`src/rtl/fib_bcd_conv_if.sv`:
```
// Handshake bundle between a term source, the BCD converter and its consumer.
//   in_valid / in_ready / bin    : binary term offered to the converter
//   out_valid / out_ready / bcd  : packed BCD result offered downstream
// master: the side that supplies terms and consumes results.
// slave : the converter.
interface fib_bcd_conv_if #(
    parameter int WIDTH  = 14,
    parameter int DIGITS = 5
);
    logic                  in_valid;
    logic                  in_ready;
    logic [WIDTH-1:0]      bin;
    logic                  out_valid;
    logic                  out_ready;
    logic [4*DIGITS-1:0]   bcd;

    modport master (
        output in_valid, bin, out_ready,
        input  in_ready, out_valid, bcd
    );

    modport slave (
        input  in_valid, bin, out_ready,
        output in_ready, out_valid, bcd
    );
endinterface

```
`src/rtl/fib_bcd_conv.sv`:
```
// Sequential binary-to-BCD converter (shift-and-add-3), one input bit per
// cycle. A term is accepted in IDLE, converted over WIDTH cycles in CONV,
// and held in DONE until the consumer takes it.
//   clk : system clock, rising edge
//   clr : synchronous active-low reset
//   bus : fib_bcd_conv_if.slave (in_valid/in_ready/bin, out_valid/out_ready/bcd)
// bcd keeps the last completed result until the next completion or reset.
module fib_bcd_conv #(
    parameter int WIDTH  = 14,
    parameter int DIGITS = 5
) (
    input  logic              clk,
    input  logic              clr,
    fib_bcd_conv_if.slave     bus
);
    localparam int CW = $clog2(WIDTH + 1);
    localparam logic [CW-1:0] LAST = CW'(WIDTH - 1);

    typedef enum logic [1:0] {
        IDLE,
        CONV,
        DONE
    } state_t;

    state_t                state;
    logic [WIDTH-1:0]      bin_sr;
    logic [4*DIGITS-1:0]   work;
    logic [4*DIGITS-1:0]   adj;
    logic [4*DIGITS-1:0]   nxt_work;
    logic [CW-1:0]         cnt;
    logic [4*DIGITS-1:0]   bcd_r;
    logic                  out_valid_r;

    // Per-nibble correction, no carry between digits, then shift in the
    // next binary MSB.
    always_comb begin
        adj = work;
        for (int unsigned i = 0; i < DIGITS; i++) begin
            if (work[4*i +: 4] >= 4'd5)
                adj[4*i +: 4] = work[4*i +: 4] + 4'd3;
        end
        nxt_work = {adj[4*DIGITS-2:0], bin_sr[WIDTH-1]};
    end

    always_ff @(posedge clk) begin
        if (!clr) begin
            state       <= IDLE;
            bin_sr      <= '0;
            work        <= '0;
            cnt         <= '0;
            bcd_r       <= '0;
            out_valid_r <= 1'b0;
        end else begin
            case (state)
                IDLE: begin
                    if (bus.in_valid) begin
                        bin_sr <= bus.bin;
                        work   <= '0;
                        cnt    <= '0;
                        state  <= CONV;
                    end
                end
                CONV: begin
                    work   <= nxt_work;
                    bin_sr <= {bin_sr[WIDTH-2:0], 1'b0};
                    cnt    <= cnt + 1'b1;
                    if (cnt == LAST) begin
                        bcd_r       <= nxt_work;
                        out_valid_r <= 1'b1;
                        state       <= DONE;
                    end
                end
                DONE: begin
                    if (bus.out_ready) begin
                        out_valid_r <= 1'b0;
                        state       <= IDLE;
                    end
                end
                default: state <= IDLE;
            endcase
        end
    end

    assign bus.in_ready  = (state == IDLE);
    assign bus.out_valid = out_valid_r;
    assign bus.bcd       = bcd_r;
endmodule

```
`src/flat_wrapper.sv`:
```
// flat-port wrapper written by rule: the top's interface ports become plain ports
module fib_bcd_conv_flat 
#(
    parameter int WIDTH  = 14,
    parameter int DIGITS = 5
)
  (clk, clr, bus_in_valid, bus_bin, bus_out_ready, bus_in_ready, bus_out_valid, bus_bcd);
  fib_bcd_conv_if #(.WIDTH(WIDTH), .DIGITS(DIGITS)) bus_i ();
  input  logic clk;
  input  logic clr;
  input wire logic [$bits(bus_i.in_valid)-1:0] bus_in_valid;
  input wire logic [$bits(bus_i.bin)-1:0] bus_bin;
  input wire logic [$bits(bus_i.out_ready)-1:0] bus_out_ready;
  output wire logic [$bits(bus_i.in_ready)-1:0] bus_in_ready;
  output wire logic [$bits(bus_i.out_valid)-1:0] bus_out_valid;
  output wire logic [$bits(bus_i.bcd)-1:0] bus_bcd;
  assign bus_i.in_valid = bus_in_valid;
  assign bus_i.bin = bus_bin;
  assign bus_i.out_ready = bus_out_ready;
  assign bus_in_ready = bus_i.in_ready;
  assign bus_out_valid = bus_i.out_valid;
  assign bus_bcd = bus_i.bcd;
  fib_bcd_conv #(.WIDTH(WIDTH), .DIGITS(DIGITS)) u_core (.clk(clk), .clr(clr), .bus(bus_i));
endmodule
```
`config.mk`:
```
export PLATFORM = sky130hd
export DESIGN_NAME = fib_bcd_conv_flat
export DESIGN_NICKNAME = d
export VERILOG_FILES = /design/src/rtl/fib_bcd_conv_if.sv /design/src/rtl/fib_bcd_conv.sv /design/src/flat_wrapper.sv
export SDC_FILE = /design/constraint.sdc
export NUM_CORES = 1
export LEC_CHECK = 0
export BUFFER_PORTS_ARGS = -buffer_cell sky130_fd_sc_hd__buf_2
export CAP_MARGIN = 20
export CORE_MARGIN = 2
export CORE_UTILIZATION = 57
export CTS_BUF_LIST = sky130_fd_sc_hd__clkbuf_8 sky130_fd_sc_hd__clkbuf_16
export CTS_CLUSTER_DIAMETER = 30
export DETAILED_ROUTE_END_ITERATION = 8
export PLACE_DENSITY = 0.91
export SYNTH_ARGS = -nofsm -noshare
export SYNTH_HDL_FRONTEND = slang
export SYNTH_SLANG_ARGS = --single-unit
```
`constraint.sdc`:
```
create_clock -name clk -period 2.1 [get_ports clk]
set_input_delay 0.63 -clock clk [delete_from_list [all_inputs] [get_ports clk]]
set_output_delay 0.63 -clock clk [all_outputs]
set_load 0.01 [all_outputs]
```
# After elaboration in Yosys (flattened, before gate mapping)
# Cells that the tools add are included.
# Widths: inputs -> output; s select.
[classes]
add_sub_neg = 6
multipliers = 0
div_mod_pow = 0
order_cmp = 5
eq_ne = 6
shifts = 0
n_mux = 18
n_bitwise = 0
n_reduce_logical = 7
[op_table]
columns = ["op", "n"]
rows = [
  ["$pmux 20 s2", 1],
  ["$pmux 14 s2", 1],
  ["$ge 4x3->1 const B", 5],
  ["$mux 20", 1],
  ["$mux 4", 5],
  ["$add 4x2->4 const B", 4],
  ["$mux 14", 1],
  ["$pmux 4 s2", 1],
  ["$mux 2", 3],
  ["$pmux 2 s3", 1],
  ["$reduce_and 3->1", 2],
  ["$add 4x1->4 const B", 1],
  ["$eq 4x4->1 const B", 1],
  ["$ne 2x2->1 const B", 2],
  ["$reduce_and 2->1", 2],
  ["$reduce_bool 2->1", 2],
  ["$add 3x2->3 const B", 1],
  ["$mux 3", 1],
  ["$eq 2x1->1 const B", 1],
  ["$eq 2x2->1 const B", 1],
  ["$logic_not 2->1", 1],
  ["$mux 1", 2],
  ["$ne 2x1->1 const B", 1],
  ["$pmux 1 s2", 1],
]
[word_totals]
ff_bits = 61
latch_bits = 0
ramBits = 0
romBits = 0
in_bits = 18
out_inout_bits = 22
elab_cells = 48
n_memories = 0

# Longest topological paths before layout
[logic_depth]
ltp_word = 3
mapped_depth = 7
ltp_nobuf = 6

# Least setup slack after synthesis
# Ideal clock, no wire load.
[synth_path]
path_type = "register to output"
start = "register u_core.state[0]"
end = "output port bus_in_ready"
arrival_time_ns = 0.928
required_ns = 1.470
path_slack_ns = 0.542
stages_incl_launch_ff = 4
n_path_buf = 2
path_cell_list = "dfxtp_1 > buf_2 > buf_2 > nor2_1"
[synth_via]
elab_chain_len = 1
[synth_lines]
columns = ["item", "line_no", "source"]
rows = [
  ["start, declared", "fib_bcd_conv.sv:25", "state_t state;"],
  ["start signal, assigned", "fib_bcd_conv.sv:47", "state <= IDLE;"],
  ["start signal, assigned", "fib_bcd_conv.sv:60", "state <= CONV;"],
  ["start signal, assigned", "fib_bcd_conv.sv:70", "state <= DONE;"],
  ["$logic_not 2->1", "fib_bcd_conv.sv:84", "assign bus.in_ready = (state == IDLE);"],
  ["end, declared", "flat_wrapper.sv:14", "output wire logic [$bits(bus_i.in_ready)-1:0] bus_in_ready;"],
]
# Every way passes these cells.

# Worst setup path in the final report
# Same ends and word-level chain as after synthesis.

==> flow_metrics.env <==
export IMPL_synth_seq_area_share_pct=41.5
export IMPL_gr_usage_all_layers_pct=23.1
export IMPL_finish_utilization_pct=66.2
export IMPL_netlist_area_leader_share_pct=41.5
export IMPL_first_iter_violations=175
export IMPL_ctsResizeCount=0
export IMPL_endpoint_kind="output pin"
export IMPL_dpl_worst_slack_ns=0.454
export IMPL_hold_path_cell_count=2
export IMPL_ys_ff_latch=61
export IMPL_rr_endpoint="u_core.bus.bcd[10]$_SDFFE_PN0P_"
export IMPL_clockBufferDepth=2
export IMPL_path_clk_slew_ns=0.07
export IMPL_core_sq_mm=0.00504
export IMPL_slew_violations=0
export IMPL_synth_area_top_cells="dfxtp_1 (42%), nor2_1 (6.8%), a21oi_1 (5.8%)"
export IMPL_rows=26
export IMPL_cp_top_family="flip-flops"
export IMPL_hold_viol=0
export IMPL_viasPerCell=5.49
export IMPL_cts_buffers=9
export IMPL_fp_dieH_um=75.8
export IMPL_antenna_cells=0
export IMPL_setup_violations=0
export IMPL_cp_arrival_ns=1.14
export IMPL_final_area_sq_mm=0.00334
export IMPL_postSynthCellCount=355
export IMPL_syn2layout_area_growth_pct=13.4
export IMPL_port_buffers=39
export IMPL_worstMarginPinSlew_ns=0.371
export IMPL_htreeDepth=3
export IMPL_worst_path_buf_inv=1
export IMPL_overflow=0
export IMPL_synth_edf_count=0
export IMPL_fin_crit_ns=1.77
export IMPL_path_cells="nor2_1 -> buf_2"
export IMPL_fin_crit_sh_pct=84.3
export IMPL_async_reset_ff_share_pct=0
export IMPL_wl_um=6270
export IMPL_post_dp_cell_area_sq_mm=0.00316
export IMPL_synth_cell_type_count=39
export IMPL_yosys_area_top_type="dfxtp_1"
export IMPL_syn_area_per_cell_sq_um=8.28
export IMPL_cts_root_buf="clkbuf_8"
export IMPL_whs_endpoint="u_core.work[1]$_SDFFE_PN0P_"
export IMPL_firstDrtPassIters=4
export IMPL_holdWs_ns=0.468
export IMPL_leakagePower_nw=1.38
export IMPL_dr_total_vias=2574
export IMPL_fin_ws_ns=0.329
export IMPL_fmax_ghz=0.565
export IMPL_synth_area_sq_mm=0.00294
export IMPL_io_pins=40
export IMPL_postCtsHoldBufs=0
export IMPL_die_area_sq_mm=0.00575
export IMPL_worstSkewPairLatency_ns=0.35
export IMPL_timing_rr_start="u_core.work[8]$_SDFFE_PN0P_"
export IMPL_r2r_cells=6
export IMPL_ant_nets=0
export IMPL_final_cell_mix="dfxtp_1 (61), nor2_1 (53), buf_2 (39)"
export IMPL_reg2reg_slack_ns=0.40
export IMPL_p_per_area_mw_per_mm2=688
export IMPL_required_ns=1.47
export IMPL_drc=0
export IMPL_fin_tns_setup_ns=0
export IMPL_synthFlopType="dfxtp_1"
export IMPL_crit_fanout=8
export IMPL_layout_cells_most_common="dfxtp_1"
export IMPL_cts_setup_buffers=0
export IMPL_crit_type="flop to output pin"
export IMPL_relSlewSlack_pct=75.2
export IMPL_cp_slowest_cell="dfxtp_1"
export IMPL_critPathMaxStageDelay_ns=0.55
export IMPL_cts_sinks=61
export IMPL_status="completed"
export IMPL_grt_pass1_wl_um=10100
export IMPL_cap_violations=0
export IMPL_dpl_hpwl_um=4290
export IMPL_cts_tree="yes"
export IMPL_rsz0062_at_grt="no"
export IMPL_grt_pass1_vias=2370
export IMPL_gp_congestion=0.829
export IMPL_fp_dieW_um=75.8
export IMPL_drive_gt1_share_pct=18.8
export IMPL_yosys_warnings=0
export IMPL_hold_path_startpoint="u_core.work[1]$_SDFFE_PN0P_"
export IMPL_antenna_found_initial=0
export IMPL_grt_max_degree=26
export IMPL_crit_path_start="u_core.state[0]$_SDFFE_PN0P_"
export IMPL_hold_class="flop to flop"
export IMPL_num_nets_final=424
export IMPL_cp_start_kind="flop"
export IMPL_vdd_ir_drop_max_mv=0.439
export IMPL_finalClockSkew_ns=0.0144
export IMPL_wire_per_inst_um=13.4
export IMPL_start_util_pct=58.3
export IMPL_syn_nets=385
layout make-up:
class	count	area, sq um
fill	385	1710
multi-input combinational	260	1530
sequential	61	1220
timing repair buffer	50	278
clock buffer	11	151
tap	70	87.6
inverter	12	45.0
clock inverter	5	20.0
Yosys cell counts, types with 2 or more instances:
library cell,instances
a21boi_1,5
a21oi_1,34
a22oi_1,2
and2_1,2
buf_1,2
buf_2,10
buf_4,4
buf_6,4
dfxtp_1,61
ha_1,12
inv_1,11
mux2_2,6
mux2i_1,2
nand2_1,34
nand2_2,2
nand2b_1,7
nand3_1,8
nor2_1,53
nor2b_1,4
nor3_1,7
nor3b_1,9
o211a_1,5
o21ai_0,17
o21ai_1,14
o221ai_1,12
o22ai_1,11
xnor2_1,5
worst reg2reg max path, stage by stage (launching register included):
cell      delay (ns)
dfxtp_1         0.34
inv_1           0.11
ha_1            0.25
nand2b_1        0.10
a21oi_1         0.27
mux2_2          0.39
o22ai_1         0.17
worst max path at each step:
stage,endpoint,cells after the start
final,bus_in_ready,2
after global routing,bus_in_ready,2
after CTS,bus_in_ready,2
after detailed placement,u_core.bus.bcd[10]$_SDFFE_PN0P_,6
after global placement,u_core.bus.bcd[6]$_SDFFE_PN0P_,6
after floorplan,bus_in_ready,3
logic make-up after synthesis:
| logic type | synth area share, % |
|---|---|
| simple gates | 20.6 |
| compound gates | 21.9 |
| flops | 41.5 |
| buf+inv | 6.34 |
| fa+ha+maj | 5.11 |
| mux | 2.98 |
| xor+xnor | 1.49 |
stage by stage:
step | std cells | power, mW
floorplan | 355 | 1.36
global placement | 453 | 1.40
detailed placement | 453 | 1.41
CTS | 469 | 2.30
global route | 469 | 2.39
finish | 469 | 2.30
where the power goes:
part | internal [mW] | leakage, nW | switching, mW | total (mW)
logic | 0.0717 | 0.778 | 0.0990 | 0.171
clock network | 0.473 | 0.104 | 0.440 | 0.913
registers | 1.19 | 0.495 | 0.0264 | 1.21
sequential cells by signal, summed over array words and instances (netlist names):
register              cells
u_core.state              2
u_core.bus.bcd           20
u_core.bin_sr            14
u_core.cnt                4
u_core.bus.out_valid      1
u_core.work              20
per-layer routing:
| metal | GRT usage, % | wire [um] | vias up | part of all wire (%) |
|---|---|---|---|---|
| met5 | 0 | 0 | - | 0 |
| met4 | 9.16 | 41 | 0 | 0.65 |
| met3 | 8.07 | 398 | 4 | 6.3 |
| met2 | 39.3 | 2980 | 76 | 47 |
| met1 | 26.5 | 2850 | 1184 | 45 |
| li1 | - | - | 1310 | - |
Power figures use the tool's default switching activity.
